==> src/rtl/maxpool_pkg.sv <==
// Shared definitions for the 2x2 max-pooling block: default sample width and
// the window index type and constants.
package maxpool_pkg;

  localparam int unsigned DATA_W_DEF = 8;

  typedef logic [1:0] idx_t;

  localparam idx_t IDX_IN1 = 2'd0;
  localparam idx_t IDX_IN2 = 2'd1;
  localparam idx_t IDX_IN3 = 2'd2;
  localparam idx_t IDX_IN4 = 2'd3;

endpackage

==> src/rtl/maxpool_max2.sv <==
// Two-operand max comparator. Operand a wins ties, so callers must pass the
// lower-index operand as a.
module max2
  import maxpool_pkg::*;
#(
  parameter int unsigned DATA_W = DATA_W_DEF,
  parameter bit          SIGNED = 1'b0
) (
  input  logic [DATA_W-1:0] i_a,
  input  idx_t              i_a_idx,
  input  logic [DATA_W-1:0] i_b,
  input  idx_t              i_b_idx,
  output logic [DATA_W-1:0] o_max,
  output idx_t              o_idx
);

  logic w_b_gt;

  always_comb begin
    w_b_gt = 1'b0;
    if (SIGNED) begin
      w_b_gt = $signed(i_b) > $signed(i_a);
    end else begin
      w_b_gt = i_b > i_a;
    end
  end

  // Strictly-greater test keeps operand a on equality.
  assign o_max = w_b_gt ? i_b : i_a;
  assign o_idx = w_b_gt ? i_b_idx : i_a_idx;

endmodule

==> src/rtl/maxpool.sv <==
// Two-stage valid/ready pipeline returning the maximum of a 2x2 window and the
// index of the winning element.
module maxpool
  import maxpool_pkg::*;
#(
  parameter int unsigned DATA_W = DATA_W_DEF,
  parameter bit          SIGNED = 1'b0
) (
  input  logic              clk,
  input  logic              rst_n,
  input  logic              in_valid,
  output logic              in_ready,
  input  logic [DATA_W-1:0] in1,
  input  logic [DATA_W-1:0] in2,
  input  logic [DATA_W-1:0] in3,
  input  logic [DATA_W-1:0] in4,
  input  logic              out_ready,
  output logic              out_valid,
  output logic [DATA_W-1:0] op,
  output idx_t              op_idx
);

  logic [DATA_W-1:0] w_p0_max, w_p1_max, w_fin_max;
  idx_t              w_p0_idx, w_p1_idx, w_fin_idx;
  logic              w_s1_adv, w_s2_adv;

  logic              r_s1_valid;
  logic [DATA_W-1:0] r_s1_max0, r_s1_max1;
  idx_t              r_s1_idx0, r_s1_idx1;
  logic              r_s2_valid;
  logic [DATA_W-1:0] r_s2_max;
  idx_t              r_s2_idx;

  max2 #(.DATA_W(DATA_W), .SIGNED(SIGNED)) u_max_row0 (
    .i_a    (in1),
    .i_a_idx(IDX_IN1),
    .i_b    (in2),
    .i_b_idx(IDX_IN2),
    .o_max  (w_p0_max),
    .o_idx  (w_p0_idx)
  );

  max2 #(.DATA_W(DATA_W), .SIGNED(SIGNED)) u_max_row1 (
    .i_a    (in3),
    .i_a_idx(IDX_IN3),
    .i_b    (in4),
    .i_b_idx(IDX_IN4),
    .o_max  (w_p1_max),
    .o_idx  (w_p1_idx)
  );

  // Row 0 result sits on operand a so it wins ties against row 1.
  max2 #(.DATA_W(DATA_W), .SIGNED(SIGNED)) u_max_final (
    .i_a    (r_s1_max0),
    .i_a_idx(r_s1_idx0),
    .i_b    (r_s1_max1),
    .i_b_idx(r_s1_idx1),
    .o_max  (w_fin_max),
    .o_idx  (w_fin_idx)
  );

  assign w_s2_adv = !r_s2_valid || out_ready;
  assign w_s1_adv = !r_s1_valid || w_s2_adv;
  assign in_ready = w_s1_adv;

  always_ff @(posedge clk or negedge rst_n) begin
    if (!rst_n) begin
      r_s1_valid <= 1'b0;
      r_s1_max0  <= '0;
      r_s1_max1  <= '0;
      r_s1_idx0  <= IDX_IN1;
      r_s1_idx1  <= IDX_IN1;
    end else if (w_s1_adv) begin
      r_s1_valid <= in_valid;
      if (in_valid) begin
        r_s1_max0 <= w_p0_max;
        r_s1_max1 <= w_p1_max;
        r_s1_idx0 <= w_p0_idx;
        r_s1_idx1 <= w_p1_idx;
      end
    end
  end

  always_ff @(posedge clk or negedge rst_n) begin
    if (!rst_n) begin
      r_s2_valid <= 1'b0;
      r_s2_max   <= '0;
      r_s2_idx   <= IDX_IN1;
    end else if (w_s2_adv) begin
      r_s2_valid <= r_s1_valid;
      if (r_s1_valid) begin
        r_s2_max <= w_fin_max;
        r_s2_idx <= w_fin_idx;
      end
    end
  end

  assign out_valid = r_s2_valid;
  assign op        = r_s2_max;
  assign op_idx    = r_s2_idx;

endmodule

==> config.mk <==
export PLATFORM = sky130hd
export DESIGN_NAME = maxpool
export DESIGN_NICKNAME = d
export VERILOG_FILES = /design/src/rtl/maxpool_pkg.sv /design/src/rtl/maxpool_max2.sv /design/src/rtl/maxpool.sv
export SDC_FILE = /design/constraint.sdc
export NUM_CORES = 1
export LEC_CHECK = 0
export ABC_AREA = 1
export BUFFER_PORTS_ARGS = -buffer_cell sky130_fd_sc_hd__buf_2
export CORE_UTILIZATION = 45
export CTS_BUF_LIST = sky130_fd_sc_hd__clkbuf_16
export CTS_CLUSTER_DIAMETER = 200
export CTS_CLUSTER_SIZE = 8
export DETAILED_ROUTE_END_ITERATION = 8
export PLACE_DENSITY = 0.68
export SYNTH_ARGS = -nofsm -noshare
export SYNTH_HDL_FRONTEND = slang
export SYNTH_SLANG_ARGS = --single-unit
export TNS_END_PERCENT = 5
==> constraint.sdc <==
create_clock -name clk -period 1.8 [get_ports clk]
set_input_delay 0.09 -clock clk [delete_from_list [all_inputs] [get_ports clk]]
set_output_delay 0.09 -clock clk [all_outputs]
set_load 0.02 [all_outputs]
==> results by group <==
Critical path
  • CP startpoint: r_s1_max1[7]
  • Worst setup EP type: flip-flop
  • Crit path max fanout: 11
  • CP top delay family: simple AND/OR/NAND/NOR gates
  • Critical Path Stages: 8
  • Crit path max-delay cell type: dfrtp_1
  • Worst Path Arrival: 1.89 ns
  • RR Endpoint: op[7]
  • Setup crit start kind: flip-flop
  • Worst Path Required: ~2 ns
  • R2r startpoint: r_s1_max1[7]
  • CP Class: reg -> reg
  • Critical path, cell by cell: ha_1 -> nand2_2 -> nor2_4 -> nand4_4 -> buf_4 -> nand3_1 -> nand3_1 -> nand2_1
  • Critical path buffer and inverter count: 1
  • Max incr delay on CP: about 0.4 ns
  • R2r setup slk: 0.13 ns
  • CP Capture Point: op[7]
  • Reg2Reg Depth: 8
  • CP most frequent cell: nand3_1

Layout
  • Synth-to-layout area growth: 22.45%
  • Most frequent cells in the layout: nand2_1 (98), inv_1 (59), nand3_1 (51)
  • Final nets: approximately 430
  • Seq. cell area: 775.7 sq um
  • Commonest non-fill, non-tap cell in the layout: nand2_1
  • Multi-input logic area: 1284 sq um
  • Fraction of layout cells with a size suffix above 1: 23.58%
  • Antenna fix cells: 0
  • Fill cells: between 400 and 500

Timing
  • Max-slew violations: 0
  • Final Hold Viols: 0
  • Setup Skew: 0.003598 ns
  • Setup violators final: 0
  • Rel. slew slack: 56.02%
  • Min cycle time layout: 1.675 ns
  • Fin crit share: 93.05%
  • Setup ws final: 0.1251 ns
  • Measured slew at the worst slew-check pin: ~0.66 ns
  • Worst hold slack: 0.08984 ns
  • Max Fclk: 0.5971 GHz
  • TNS Setup: 0 ns

Placement
  • HPWL Detailed: 3.479 mm
  • Port Buffers: 47
  • GPL Wtd Cong: ~0.84
  • Pre-CTS WS: 0.1464 ns

Clock tree
  • Worst skew pair latency: 0.27 ns
  • Worst-path clk slew: 0.05 ns
  • Root buf cell: clkbuf_16
  • Htree depth: 2
  • Sink Count: 31
  • Cts bufs inserted: 5
  • TritonCTS clock tree: built
  • Longest Clk Path Bufs: 2

Yosys
  • Synth Register Bits: 31
  • Syn. warnings: 0
  • Mapped Nets: 372
  • Synth Area per Inst: 7.307 sq um
  • Synth top area share: approximately 34%
  • Synth cell types: 20
  • Post-synth top area cell: dfrtp_1
  • Synthesized area: 2280 sq um
  • Synth Instances: 312
  • Sequential area share after synthesis: about a third
  • Top cells by area, synth: dfrtp_1 (34%), nand2_1 (16%), ha_1 (13%)

Floorplanning
  • Ports: 48
  • Core Rows: 25
  • Core Box Area: 4786 sq um
  • Die X: 73.18 um
  • Initial core utilization: 47.63%
  • Die area: 5355 sq um
  • Die height: 73.18 um

Route
  • DRC violations left: 0
  • Drt first pass iters: 4
  • Routed Antenna Nets: 0
  • Via count: 1,994
  • Post-DR wirelength/cell: 10.32 um
  • Via-to-Cell Ratio: roughly 4.6
  • Final wirelength: between 4 and 5 mm
  • Initial DRC Count: 63

Worst hold path
  • Min-Delay Path Class: in -> reg

Pwr
  • Cell area power density: ~1100 nW/um^2
  • Peak VDD IR: 0.0005758 V
  • P_leak: 1.653 nW

GRT
  • Global route overflow: 0
  • Global-route wire length before repair: 8.066 mm
  • All-Layer GR Usage: 19.44%
  • Largest net degree at the start of global routing: 32
  • Initial antenna violation count: 0
  • Vias in the first global route: 1,927

Outcome
  • Outcome: finished, final reports clean

Job
  • Max cap viols: 0
worst register-to-register path: cells and delay by family (launching register included):
| family | cells | cell delay [ns] |
|---|---|---|
| DFF | 1 | 0.40 |
| and+or+nand+nor | 6 | 0.67 |
| adders and majority gates | 1 | 0.32 |
| buffers and inverters | 1 | 0.22 |
worst min path at each step:
stage / slack [ns] / startpoint / endpoint / depth (start not counted)
after CTS: 0.09 / out_ready / out_valid / 4
after global placement: 0.16 / rst_n / r_s1_idx0[0] / 1
final: 0.09 / out_ready / out_valid / 4
after floorplan: -0.21 / rst_n / op[0] / 0
after global routing: 0.12 / out_ready / out_valid / 4
after detailed placement: 0.16 / rst_n / r_s1_idx0[0] / 1
power by group:
group | internal [W] | switching (W)
Clock | 0.000495 | 0.000275
Sequential | 0.000895 | 0.000111
Combinational | 0.000474 | 0.000809
final cells by class:
cell class / count / share of cell area, %
Clock buffer: 5 / 4.482
Clock inverter: 3 / 0.4034
Inverter: 63 / 8.472
Multi-Input combinational cell: 215 / 45.99
Sequential cell: 31 / 27.79
Tap cell: 67 / 3.003
Timing Repair Buffer: 52 / 9.861
through the flow:
stage	power [W]	utilization [%]	cells	instance area (sq um)
floorplan	0.001900	-	312	2280
global placement	0.002205	54.22	424	2595
detailed placement	0.002232	54.22	424	2595
CTS	0.003022	57.28	433	2741
global route	0.003313	58.33	436	2791
finish	0.003060	58.33	436	2791
kinds of logic (layout without fill, tap and decap cells):
logic type	Yosys count	after routing	synth area share, %
simple gates	178	179	38.64
buf+inv	67	123	11.20
flops	31	31	34.03
fa+ha+maj	24	24	13.17
compound gates	12	12	2.964
registers in the layout, summed over array words and instances, names as in the netlist:
signal	cells
op	8
op_idx	2
out_valid	1
r_s1_idx0	1
r_s1_idx1	2
r_s1_max0	8
r_s1_max1	8
r_s1_valid	1
repair_timing:
action                                  4_1_cts  5_1_grt
hold endpoints to repair                     31        0
gates resized for setup                       0        4
endpoints found under the setup margin        0        2
buffers inserted                              0        2
hold buffers                                  1        0
per-layer routing:
metal	part of all wire [%]	vias up	track usage, %
li1	-	1087	-
met2	48	43	33.33
met1	47	860	24.05
met5	0	-	0
met3	3.3	4	2.901
met4	0.80	0	8.715
cells in the mapped netlist:
library cell / n
o21ai_1: 3
nand4_4: 3
clkbuf_1: 1
nand2_1: 98
buf_2: 3
nor2_1: 5
nand2_2: 11
nor2_2: 2
inv_1: 59
nor2_4: 1
a21o_1: 3
or2_2: 1
inv_2: 3
nand3_1: 51
ha_1: 24
dfrtp_1: 31
nand2_8: 1
nand2_4: 5
a21oi_1: 6
clkinv_1: 1
No activity file was read; power rests on OpenSTA's default activity.
